$ cat config.mk
export PLATFORM = sky130hd
export DESIGN_NAME = input_conditioner_bank_flat
export DESIGN_NICKNAME = d
export VERILOG_FILES = /design/src/rtl/input_conditioner_bank_if.sv /design/src/rtl/input_conditioner_bank.sv /design/src/flat_wrapper.sv
export SDC_FILE = /design/constraint.sdc
export NUM_CORES = 1
export LEC_CHECK = 0
export CAP_MARGIN = 10
export CORE_UTILIZATION = 50
export CTS_CLUSTER_DIAMETER = 30
export DETAILED_ROUTE_END_ITERATION = 8
export PLACE_DENSITY = 0.83
export SYNTH_ARGS = -nofsm -noshare
export SYNTH_HDL_FRONTEND = slang
export SYNTH_SLANG_ARGS = --single-unit
$ cat constraint.sdc
create_clock -name clk -period 1.8 [get_ports clk]
set_input_delay 0.36 -clock clk [delete_from_list [all_inputs] [get_ports clk]]
set_output_delay 0.36 -clock clk [all_outputs]
set_load 0.005 [all_outputs]
$ cat src/rtl/input_conditioner_bank_if.sv
// Bundle of the raw inputs and the conditioned outputs of input_conditioner_bank.
// The master drives the raw pins; the slave (the conditioner) produces clean levels and pulses.
interface input_conditioner_bank_if #(
   parameter int NCH = 3
);
   logic [NCH-1:0] noisy;
   logic [NCH-1:0] conditioned;
   logic [NCH-1:0] posedge_pulse;
   logic [NCH-1:0] negedge_pulse;
   logic           any_edge;

   modport master (
      output noisy,
      input  conditioned,
      input  posedge_pulse,
      input  negedge_pulse,
      input  any_edge
   );

   modport slave (
      input  noisy,
      output conditioned,
      output posedge_pulse,
      output negedge_pulse,
      output any_edge
   );
endinterface

$ cat src/rtl/input_conditioner_bank.sv
// Synchronises, debounces and edge-detects a bank of raw board inputs.
// A channel's level changes only after WAIT_CYCLES consecutive differing synchronised samples.
module input_conditioner_bank #(
   parameter int NCH         = 3,
   parameter int WAIT_CYCLES = 3,
   parameter int CNT_WIDTH   = 4
) (
   input  logic                    clk,
   input  logic                    reset,
   input_conditioner_bank_if.slave bus
);
   localparam logic [CNT_WIDTH-1:0] CNT_LAST = CNT_WIDTH'(WAIT_CYCLES - 1);

   logic [NCH-1:0]       sync1_p0;
   logic [NCH-1:0]       sync2_p1;
   logic [NCH-1:0]       level_p2;
   logic [NCH-1:0]       rise_p2;
   logic [NCH-1:0]       fall_p2;
   logic [CNT_WIDTH-1:0] cnt_p2 [NCH];

   // Stage p0/p1: two-flop synchroniser on the asynchronous pins
   always_ff @(posedge clk) begin
      if (reset) begin
         sync1_p0 <= '0;
         sync2_p1 <= '0;
      end else begin
         sync1_p0 <= bus.noisy;
         sync2_p1 <= sync1_p0;
      end
   end

   // Stage p2: stability counter, level register and edge pulses per channel
   always_ff @(posedge clk) begin
      if (reset) begin
         level_p2 <= '0;
         rise_p2  <= '0;
         fall_p2  <= '0;
         for (int i = 0; i < NCH; i++) cnt_p2[i] <= '0;
      end else begin
         for (int i = 0; i < NCH; i++) begin
            if (sync2_p1[i] == level_p2[i]) begin
               cnt_p2[i]  <= '0;
               rise_p2[i] <= 1'b0;
               fall_p2[i] <= 1'b0;
            end else if (cnt_p2[i] == CNT_LAST) begin
               level_p2[i] <= sync2_p1[i];
               cnt_p2[i]   <= '0;
               rise_p2[i]  <= sync2_p1[i];
               fall_p2[i]  <= ~sync2_p1[i];
            end else begin
               cnt_p2[i]  <= cnt_p2[i] + 1'b1;
               rise_p2[i] <= 1'b0;
               fall_p2[i] <= 1'b0;
            end
         end
      end
   end

   assign bus.conditioned   = level_p2;
   assign bus.posedge_pulse = rise_p2;
   assign bus.negedge_pulse = fall_p2;
   assign bus.any_edge      = |(rise_p2 | fall_p2);
endmodule

$ cat src/flat_wrapper.sv
// flat-port wrapper written by rule: the top's interface ports become plain ports
module input_conditioner_bank_flat 
#(
   parameter int NCH         = 3,
   parameter int WAIT_CYCLES = 3,
   parameter int CNT_WIDTH   = 4
)
  (clk, reset, bus_noisy, bus_conditioned, bus_posedge_pulse, bus_negedge_pulse, bus_any_edge);
  input_conditioner_bank_if #(.NCH(NCH)) bus_i ();
  input  logic clk;
  input  logic reset;
  input wire logic [$bits(bus_i.noisy)-1:0] bus_noisy;
  output wire logic [$bits(bus_i.conditioned)-1:0] bus_conditioned;
  output wire logic [$bits(bus_i.posedge_pulse)-1:0] bus_posedge_pulse;
  output wire logic [$bits(bus_i.negedge_pulse)-1:0] bus_negedge_pulse;
  output wire logic [$bits(bus_i.any_edge)-1:0] bus_any_edge;
  assign bus_i.noisy = bus_noisy;
  assign bus_conditioned = bus_i.conditioned;
  assign bus_posedge_pulse = bus_i.posedge_pulse;
  assign bus_negedge_pulse = bus_i.negedge_pulse;
  assign bus_any_edge = bus_i.any_edge;
  input_conditioner_bank #(.NCH(NCH), .WAIT_CYCLES(WAIT_CYCLES), .CNT_WIDTH(CNT_WIDTH)) u_core (.clk(clk), .reset(reset), .bus(bus_i));
endmodule
* After elaboration in Yosys (flattened, before gate mapping)
Memories as Yosys holds them, arrays and structs flattened. Cells that the tools add are included.
Storage, ports and cells: register bits 15, RAM bits 12, bits of input ports 5, output and inout bits 10, logic and storage cells 91, memories kept 1
Cells by class: add/sub/neg operators 3, equal/unequal tests 6, muxes and demuxes 44, bitwise logic cells 19, reduce and logical (&&, ||, !) cells 7
Memory list:
- u_core.cnt_p2 | words 3, bits a word 4, rd ports 3, clocked after memory_dff 0, write ports 3, line input_conditioner_bank.sv:19 | logic [CNT_WIDTH-1:0] cnt_p2 [NCH];
Operator list (number):
- $mux 4 | 9
- $mux 1 | 35
- $add 4x1->4 const B | 3
- $eq 4x2->1 const B | 3
- $reduce_or 3->1 | 4
- $not 1->1 | 9
- $or 1x1->1 | 9
- $reduce_and 2->1 | 3
- $eq 1x1->1 | 3
- $or 3x3->3 | 1

* Longest topological paths before layout
word-level depth 7, mapped depth 5, depth with buffers taken out 5

* Least setup slack after synthesis
OpenSTA, ideal clock, no wires.
path kind reg2reg, from memory u_core.cnt_p2[1][0], to memory u_core.cnt_p2[1][2], data pin, setup time 254 ps, arrival time 1117 ps, path slack 428 ps, stages on the path, launching flop included 6, clock period less this slack 1372 ps, cells stage by stage edfxtp_1 > inv_1 > ha_1 > nor3b_1 > or3_4 > nor2_1
RTL lines (line):
- start, declared | input_conditioner_bank.sv:19

* Worst setup path in the final report
from register u_core.level_p2[1] (netlist: u_core.bus.conditioned[1]), to output port bus_conditioned[1]
RTL lines:
- start, declared | line input_conditioner_bank.sv:16 | logic [NCH-1:0] level_p2;
- start signal, assigned by index | line input_conditioner_bank.sv:46 | level_p2[i] <= sync2_p1[i];
- end, declared | line flat_wrapper.sv:13 | output wire logic [$bits(bus_i.conditioned)-1:0] bus_conditioned;
No word-level cell between the ends.

==> flow_summary.yaml <==
yosys:
  post-synth-top-count-cell: "nor2_1"
  avgSynthCellArea_um2: 11.8
  synth_edf_count: 12
  synth_commonest_cells: "nor2_1, dfxtp_1, edfxtp_1"
  syn-cell-area_um2: 1120
  synth_top_area_share_pct: 32.2
  synth-main-ff-cell: "dfxtp_1"
  syn-instance-count: 95
  seq_area_frac_synth_pct: 59.1
  async_reset_ff_share_pct: 0
  ys_warn_count: 0
  synth_area_leaders: "edfxtp_1, dfxtp_1, ha_1, nor2_1, nor4b_1"
  yosysUniqueCellTypes: 17
  ys_seq_elements: 27
  synth_area_leader_cell: "edfxtp_1"
power:
  power_density_nw_per_um2: 738
  max-vdd-ir-drop_uv: 601
  leakage_nw: 0.528
grt:
  overflow: 0
  grtUsageTotal_pct: 16.8
  antenna_found_initial: 0
  grt_max_degree: 18
  grt_pass1_vias: 725
  grt_pass1_wl_mm: 2.99
final_layout:
  final_cells: 152
  nFillCells: 180
  multi_input_area_um2: 489
  postLayoutCoreUtil_pct: 67.6
  synthToLayoutAreaGrowth_pct: 23.5
  seq_area_um2: 662
  drive_gt1_share_pct: 8.80
  diodes: 0
  nNetsFinal: 137
worst_setup_path:
  cp_cell_sequence: "clkdlybuf4s50_1"
  crit_family: "buffers and inverters"
  crit_path_max_fanout: 5
  slowest_delay_ns: 0.53
  worstSetupEndpointType: "output pin"
  crit_slowest_cell: "clkdlybuf4s50_1"
  crit_required_ns: 1.44
  crit_buf_inv: 1
  worst_ep_arrival_time_ns: 1.30
  startpoint_type: "flop"
  crit_type: "flop to output pin"
clocking:
  clockBufferDepth: 2
  cts_hold_buf: 0
  clkTransAtPathRegs_ns: 0.16
  cts_root_buffer: "clkbuf_4"
  cts_buffers: 3
  cts_setup_buffers: 0
  cts.sinks: 27
  cts_tree: "yes"
  cts_htree_levels: 1
  worstSkewPairLatency_ns: 0.33
  ctsResizeCount: 3
drt:
  dr.pass1.iters: 4
  wl_mm: 1.74
  drt-initial-drc-count: 4
  num_vias: 732
  wire_per_inst_um: 11.4
  via_per_inst: 4.82
  remaining_drc_errors: 0
  antenna_left: 0
timing:
  maxSlewViolCount: 0
  layout_min_cycle_time_ns: 1.66
  setup_viol: 0
  min_period_over_period_pct: 92.3
  timing.fmax_mhz: 602
  fin_hold_ws_ns: 0.458
  hold_viol: 0
  rsz0062_at_grt: "no"
  finClkSkew_ns: 0.0136
  tns_ns: 0
die:
  num_io_pins: 15
  die_width_um: 49.3
  start_util_pct: 54.8
  std_cell_rows: 16
  core_um2: 2040
  die_y_um: 49.3
  dieArea_um2: 2430
status:
  outcome: "completed"
hold_path:
  hold_path_class: "flop to flop"
run:
  maxCapViolCount: 0
place:
  dpl.hpwl_mm: 1.31
  port_buffers: 14
  place_inst: 148
  place.gp.congestion: 0.874
## per-stage QoR
stage | cell area (um2) | worst slack, ns | total power, mW
floorplan | 1160 | 0.428 | 0.728
global placement | 1340 | 0.226 | 0.751
detailed placement | 1340 | 0.193 | 0.755
CTS | 1380 | 0.125 | 1.03
global route | 1380 | 0.0395 | 1.07
finish | 1380 | 0.138 | 1.02
## kinds of logic after synthesis
family | Yosys count | synth area share, %
fa+ha+maj | 6 | 6.71
flops | 27 | 59.1
simple gates | 45 | 22.7
other cells | 1 | 0.335
buf+inv | 4 | 1.45
mux | 3 | 2.68
xor+xnor | 9 | 7.05
## path summary, 6_finish.rpt
check,slack [ns],start,to,depth (start not counted)
setup / recovery,0.14,u_core.bus.conditioned[1],bus_conditioned[1],1
hold / removal,0.46,u_core.sync1_p0[2],u_core.sync2_p1[2],1
setup reg to reg,0.28,u_core.cnt_p2[1][0],u_core.cnt_p2[1][1],5
hold reg to reg,0.46,u_core.sync1_p0[2],u_core.sync2_p1[2],1
## placed cells by master (no fill, tap or decap), types with 4 or more instances in the layout
| cell | count |
|---|---|
| conb_1 | 12 |
| ha_1 | 6 |
| nor2b_1 | 6 |
| nor2_1 | 19 |
| dfxtp_1 | 14 |
| clkdlybuf4s50_1 | 13 |
| nand2_1 | 4 |
| nor4b_1 | 6 |
| edfxtp_1 | 12 |
| xnor2_1 | 6 |
## flip-flops by register name, indices dropped and copies added (netlist names)
signal and count:
u_core.bus.posedge_pulse 3, u_core.sync2_p1 3, u_core.bus.conditioned 3, u_core.cnt_p2 12, u_core.bus.negedge_pulse 3, u_core.sync1_p0 3
## metal layers
metal	track usage, %	vias up	share of wire [%]	routed length, um
met5	0	-	0	0
met1	19.8	334	46	793
met4	11.8	0	4.3	75
li1	-	370	-	-
met3	2.80	8	3.2	55
met2	27.6	20	47	814
## cell type report
| cell class | instances | share of cell area, % |
|---|---|---|
| inverter | 3 | 0.815 |
| timing repair buffer | 16 | 11.1 |
| sequential | 27 | 47.9 |
| clock inverter | 1 | 0.634 |
| clock buffer | 3 | 1.63 |
| multi-input combinational | 75 | 35.4 |
| tap | 27 | 2.45 |
## power by group
part	internal, mW	switching, mW	total (mW)
Clock	0.0907	0.187	0.277
Combinational	0.0354	0.0304	0.0658
Sequential	0.660	0.0172	0.677
(Power assumes the default switching activity.)
